### src/rtl/cordic_pkg.sv
// Shared constants, state type and helpers for the CORDIC phase generator and stages.
// Angles are signed Q14 radians held in 32-bit words.
package cordic_pkg;

    localparam logic [31:0] PI         = 32'h0000C90F;
    localparam logic [31:0] TWO_PI     = 32'h0001921F;
    localparam logic [31:0] NEG_TWO_PI = 32'hFFFE6DE1;
    localparam logic [15:0] LFSR_SEED  = 16'hACE1;

    typedef enum logic [1:0] {
        ST_IDLE = 2'd0,
        ST_RUN  = 2'd1,
        ST_DONE = 2'd2
    } cordic_state_e;

    // Clamp a signed step to [-TWO_PI, +TWO_PI] so a single wrap correction suffices.
    function automatic logic [31:0] sat_step(input logic [31:0] step);
        logic [31:0] r;
        r = step;
        if ($signed(step) > $signed(TWO_PI)) begin
            r = TWO_PI;
        end else if ($signed(step) < $signed(NEG_TWO_PI)) begin
            r = NEG_TWO_PI;
        end
        return r;
    endfunction

    function automatic logic [31:0] wrap_add(input logic [31:0] acc, input logic [31:0] step);
        logic signed [32:0] s;
        logic signed [32:0] pi_s;
        logic signed [32:0] tp_s;
        pi_s = $signed({1'b0, PI});
        tp_s = $signed({1'b0, TWO_PI});
        s    = $signed({acc[31], acc}) + $signed({step[31], step});
        if (s > pi_s) begin
            s = s - tp_s;
        end else if (s < -pi_s) begin
            s = s + tp_s;
        end
        return s[31:0];
    endfunction

endpackage

### src/rtl/cordic_lfsr16.sv
// 16-bit Fibonacci LFSR, x^16+x^14+x^13+x^11+1, used as a 1-LSB phase dither source.
module cordic_lfsr16
    import cordic_pkg::*;
(
    input  logic        clk_i,
    input  logic        rst_i,
    input  logic        load_i,
    input  logic        advance_i,
    output logic [15:0] state_o
);

    logic [15:0] lfsr_q;
    logic [15:0] lfsr_d;
    logic        fb;

    always_comb begin
        fb     = lfsr_q[0] ^ lfsr_q[2] ^ lfsr_q[3] ^ lfsr_q[5];
        lfsr_d = lfsr_q;
        if (load_i) begin
            lfsr_d = LFSR_SEED;
        end else if (advance_i) begin
            lfsr_d = {fb, lfsr_q[15:1]};
        end
    end

    always_ff @(posedge clk_i or posedge rst_i) begin
        if (rst_i) begin
            lfsr_q <= LFSR_SEED;
        end else begin
            lfsr_q <= lfsr_d;
        end
    end

    assign state_o = lfsr_q;

endmodule

### src/rtl/cordic_phase_gen.sv
// Phase sweep generator feeding a CORDIC: emits count wrapped Q14 angles, one per rate+1 cycles.
// Optional 1-LSB output dither enabled by defining CORDIC_PHASE_DITHER_EN.
module cordic_phase_gen
    import cordic_pkg::*;
(
    input  logic        clk,
    input  logic        reset,
    input  logic        start,
    input  logic [31:0] step_in,
    input  logic [15:0] count_in,
    input  logic [7:0]  rate_in,
    output logic        busy,
    output logic        done,
    output logic        valid_out,
    output logic [31:0] theta_out
);

    cordic_state_e state_q, state_d;
    logic [31:0]   step_q,  step_d;
    logic [31:0]   acc_q,   acc_d;
    logic [7:0]    div_q,   div_d;
    logic [7:0]    rate_q,  rate_d;
    logic [15:0]   rem_q,   rem_d;
    logic          valid_q, valid_d;
    logic          done_q,  done_d;
    logic [31:0]   theta_q, theta_d;

    logic emit;
    logic accept;
    logic dither_bit;

`ifdef CORDIC_PHASE_DITHER_EN
    logic [15:0] lfsr_state;

    cordic_lfsr16 u_lfsr (
        .clk_i     (clk),
        .rst_i     (reset),
        .load_i    (accept),
        .advance_i (emit),
        .state_o   (lfsr_state)
    );

    assign dither_bit = lfsr_state[0];
`else
    assign dither_bit = 1'b0;
`endif

    assign accept = (state_q == ST_IDLE) && start;
    assign emit   = (state_q == ST_RUN) && (div_q == rate_q);

    always_comb begin
        state_d = state_q;
        step_d  = step_q;
        acc_d   = acc_q;
        div_d   = div_q;
        rate_d  = rate_q;
        rem_d   = rem_q;
        case (state_q)
            ST_IDLE: begin
                if (start) begin
                    step_d  = sat_step(step_in);
                    rem_d   = count_in;
                    rate_d  = rate_in;
                    acc_d   = '0;
                    div_d   = '0;
                    state_d = (count_in != 16'd0) ? ST_RUN : ST_DONE;
                end
            end
            ST_RUN: begin
                if (emit) begin
                    acc_d = wrap_add(acc_q, step_q);
                    rem_d = rem_q - 16'd1;
                    div_d = '0;
                    if (rem_q == 16'd1) begin
                        state_d = ST_DONE;
                    end
                end else begin
                    div_d = div_q + 8'd1;
                end
            end
            ST_DONE: begin
                state_d = ST_IDLE;
            end
            default: begin
                state_d = ST_IDLE;
            end
        endcase
    end

    // Outputs are registered: the sample leaves with the pre-update accumulator.
    always_comb begin
        valid_d = emit;
        done_d  = (state_q == ST_DONE);
        theta_d = theta_q;
        if (emit) begin
            theta_d = acc_q + {31'd0, dither_bit};
        end
    end

    always_ff @(posedge clk or posedge reset) begin
        if (reset) begin
            state_q <= ST_IDLE;
            step_q  <= '0;
            acc_q   <= '0;
            div_q   <= '0;
            rate_q  <= '0;
            rem_q   <= '0;
            valid_q <= 1'b0;
            done_q  <= 1'b0;
            theta_q <= '0;
        end else begin
            state_q <= state_d;
            step_q  <= step_d;
            acc_q   <= acc_d;
            div_q   <= div_d;
            rate_q  <= rate_d;
            rem_q   <= rem_d;
            valid_q <= valid_d;
            done_q  <= done_d;
            theta_q <= theta_d;
        end
    end

    assign busy      = (state_q != ST_IDLE);
    assign done      = done_q;
    assign valid_out = valid_q;
    assign theta_out = theta_q;

endmodule

### config.mk
export PLATFORM = sky130hd
export DESIGN_NAME = cordic_phase_gen
export DESIGN_NICKNAME = d
export VERILOG_FILES = /design/src/rtl/cordic_pkg.sv /design/src/rtl/cordic_lfsr16.sv /design/src/rtl/cordic_phase_gen.sv
export SDC_FILE = /design/constraint.sdc
export NUM_CORES = 1
export LEC_CHECK = 0
export ABC_AREA = 1
export BUFFER_PORTS_ARGS = -buffer_cell sky130_fd_sc_hd__buf_4
export CAP_MARGIN = 20
export CORE_ASPECT_RATIO = 1.5
export CORE_MARGIN = 2
export CORE_UTILIZATION = 40
export DETAILED_ROUTE_END_ITERATION = 16
export GPL_TIMING_DRIVEN = 1
export SLEW_MARGIN = 20
export SYNTH_ARGS = -nofsm -noshare
export SYNTH_HDL_FRONTEND = slang
export SYNTH_SLANG_ARGS = --single-unit
### constraint.sdc
create_clock -name clk -period 8 [get_ports clk]
set_input_delay 1.2 -clock clk [delete_from_list [all_inputs] [get_ports clk]]
set_output_delay 1.2 -clock clk [all_outputs]
set_load 0.05 [all_outputs]
==> metrics.md <==
| Metric | Value |
|---|---|
| WP data arrival | 4180 ps |
| RSZ-0062 raised after global routing | no |
| CTS clk-pin slew, worst paths | approximately 70 ps |
| R2r startpoint | acc_q[0]$_DFFE_PP0P_ |
| R2r endpoint | acc_q[11]$_DFFE_PP0P_ |
| DRT antenna net count | 0 |
| Final hold violation count | 0 |
| Rows | between 70 and 80 |
| Avg Inst Size Synth | just over 6 um^2 |
| Tot GR Track Use | 25.93% |
| CTS Buf Count | 17 |
| CTS Hold Bufs | 0 |
| Via-per-instance ratio | 5.253 |
| Initial DRC count | 766 |
| Synth cell types | 49 |
| Setup_tns | 0 ps |
| CP startpoint | acc_q[0]$_DFFE_PP0P_ |
| Startpoint Class | flip-flop |
| CTS tree | done |
| Final worst path period share | 48.17% |
| Top post-synthesis cells by count | 765 x nand2_1, 210 x inv_1, 161 x nand3_1 |
| Largest area contributor in the netlist | dfrtp_1 |
| YS warnings | 0 |
| Crit. End Element | flip-flop |
| Total core area | 27220 um^2 |
| R2R depth | 20 |
| Post-synthesis sequential area ratio | 29.91% |
| DR WL/cell | 16.63 um |
| Initial antenna violation count | 0 |
| Routability congestion estimate | 0.9577 |
| Die width | 139.7 um |
| Die area | 28980 um^2 |
| Drt drc | 0 |
| Worst setup endpoint | acc_q[11]$_DFFE_PP0P_ |
| Post_cts resized | 0 |
| Drt first pass iters | 5 |
| Fin crit period | 3853 ps |
| Metal-1 WL | about 15000 um |
| Fmax | between 0.2 and 0.3 GHz |
| Die Y | approximately 210 um |
| TritonCTS Sinks | 132 |
| Clk buf depth | 2 |
| Hold Slack | 462.2 ps |
| CTS H-tree lvls | 4 |
| Most common cell in the netlist | nand2_1 |
| Min-Delay Startpoint | state_q[0]$_DFFE_PP0P_ |
| FF+latch count, synth | 132 |
| Clock Skew | 13.62 ps |
| Wire length of the first global-routing pass | 59350 um |
| Worst Tran Pin Value | 932.4 ps |
| Fraction of layout cells with a size suffix above 1 | 11.68% |
| Synthesized netlist cell count | roughly 1800 |
| Post-Syn Area | 11040 um^2 |
| Port Buffers | 93 |
| Number of synthesized flops with an enable pin | 0 |
| Vias | about 12000 |
| Asr flop ratio synth | between 90% and 100% |
| Vias in the first global route | 11460 |
| Final wirelength | ~37000 um |
| Main area contributors after synthesis | dfrtp_1 30%, nand2_1 26%, nand3_1 7.3% |
| Metal2 WL | 18920 um |
| Layout area overhead | 14.89% |
| Post-CTS Setup Bufs | 0 |
| Layout Nets | 1997 |
| Max_slew headroom | a little under two fifths |
| Met3 WL | 1606 um |
| Setup CP Type | reg2reg |
| Worst Path Max Fanout | 31 |
| Post-Syn Nets | between 1500 and 2000 |
| Max-Cap Viols | 0 |
| CTS Root Cell | clkbuf_16 |
| DP Wirelength | 29410 um |
| Total grt overflow | 0 |
| Max layer used | met4 |
| Pin count of the biggest net entering global routing | 72 |
| Post-synth top area share | around 30% |
| IO Pins | 94 |
| Initial Util | between 40% and 50% |
| Predominant post-synthesis flop cell | dfrtp_1 |
| Final Max Slew Viols | 0 |
| Worst hold path class | reg2reg |
| FF-to-FF setup slack | between 4000 and 5000 ps |
| N_diodes | 0 |
| Status | finished, final reports clean |
| Final setup vio count | 0 |
| CP required | 8330 ps |
| Worst-Skew Late Latency | 440 ps |
registers in the layout, summed over array words and instances, names as in the netlist:
name       flops
valid_out      1
state_q        2
rate_q         8
done           1
rem_q         16
div_q          8
theta_out     32
step_q        32
acc_q         32
final cells by class:
| cell class | count | area, um^2 |
|---|---|---|
| Timing Repair Buffer | 99 | 743.2 |
| Clock inverter | 11 | 175.2 |
| Tap cell | 342 | 427.9 |
| Sequential cell | 132 | 3303 |
| Multi-Input combinational cell | 1414 | 6684 |
| Fill cell | 2962 | 14530 |
| Inverter | 234 | 888.4 |
| Clock buffer | 20 | 466.7 |
layout by cell type, fill, tap and decap left out, types with 4 or more instances in the layout:
cell,count
a21oi_1,41
buf_4,99
bufinv_16,4
clkbuf_16,17
dfrtp_1,132
ha_1,39
inv_1,208
inv_2,20
nand2_1,765
nand2_2,20
nand2_4,6
nand3_1,161
nand3_2,7
nand4_1,33
nor2_1,136
nor2_2,18
nor2_4,8
nor3_1,19
nor4_1,7
o21ai_0,81
o22ai_1,7
or2_2,7
xnor2_1,6
xor2_1,16
critical path: stages, from the launching register on:
cell	delay (ps)
dfrtp_1	400
ha_1	250
fa_1	470
xor2_1	400
inv_1	130
nor3_1	290
nand2_1	100
nand3_1	110
nand2_1	60
nand2_1	60
nand2_1	50
nand2_1	90
nand2_1	100
nand2_1	90
nor2_2	50
nor2_4	610
nand2_1	160
nand2_1	100
nand2_1	50
nand3_1	110
nand2_1	60
metrics by stage:
step / setup slack, ps / cell area (um^2) / util, % / cells
finish: 4147 / 12690 / 46.61 / 2252
global route: 3808 / 12690 / 46.61 / 2252
detailed placement: 4205 / 12050 / 44.25 / 2221
CTS: 4183 / 12690 / 46.61 / 2252
floorplan: 3274 / 11040 / - / 1819
global placement: 4240 / 12050 / 44.25 / 2221
cell families after synthesis:
kind of cell / count (synthesis) / synth area share, %
adder cells (fa/ha/maj): 40 / 4.600
flip-flops: 132 / 29.91
AO/OA/AOI/OAI: 152 / 7.477
XOR/XNOR: 22 / 1.745
buffers and inverters: 273 / 9.686
AND/OR/NAND/NOR: 1200 / 46.58
routing by layer:
metal / vias to the layer above / global-route usage (%)
met5: - / 0
met1: 5503 / 31.00
li1: 5915 / -
met4: 0 / 12.34
met3: 88 / 2.837
met2: 323 / 46.21
worst min path at each step:
stage	end	slack, ps	depth (start not counted)
6_report	done$_DFF_PP0_	460	1
5_1_grt	done$_DFF_PP0_	490	1
4_1_cts	done$_DFF_PP0_	460	1
3_5_place_dp	done$_DFF_PP0_	450	1
3_3_place_gp	done$_DFF_PP0_	440	1
2_1_floorplan	done$_DFF_PP0_	420	1
Power is left out: the tool's default activity adds up to more than one toggle a clock period on the data nets, which glitch-free logic cannot reach.
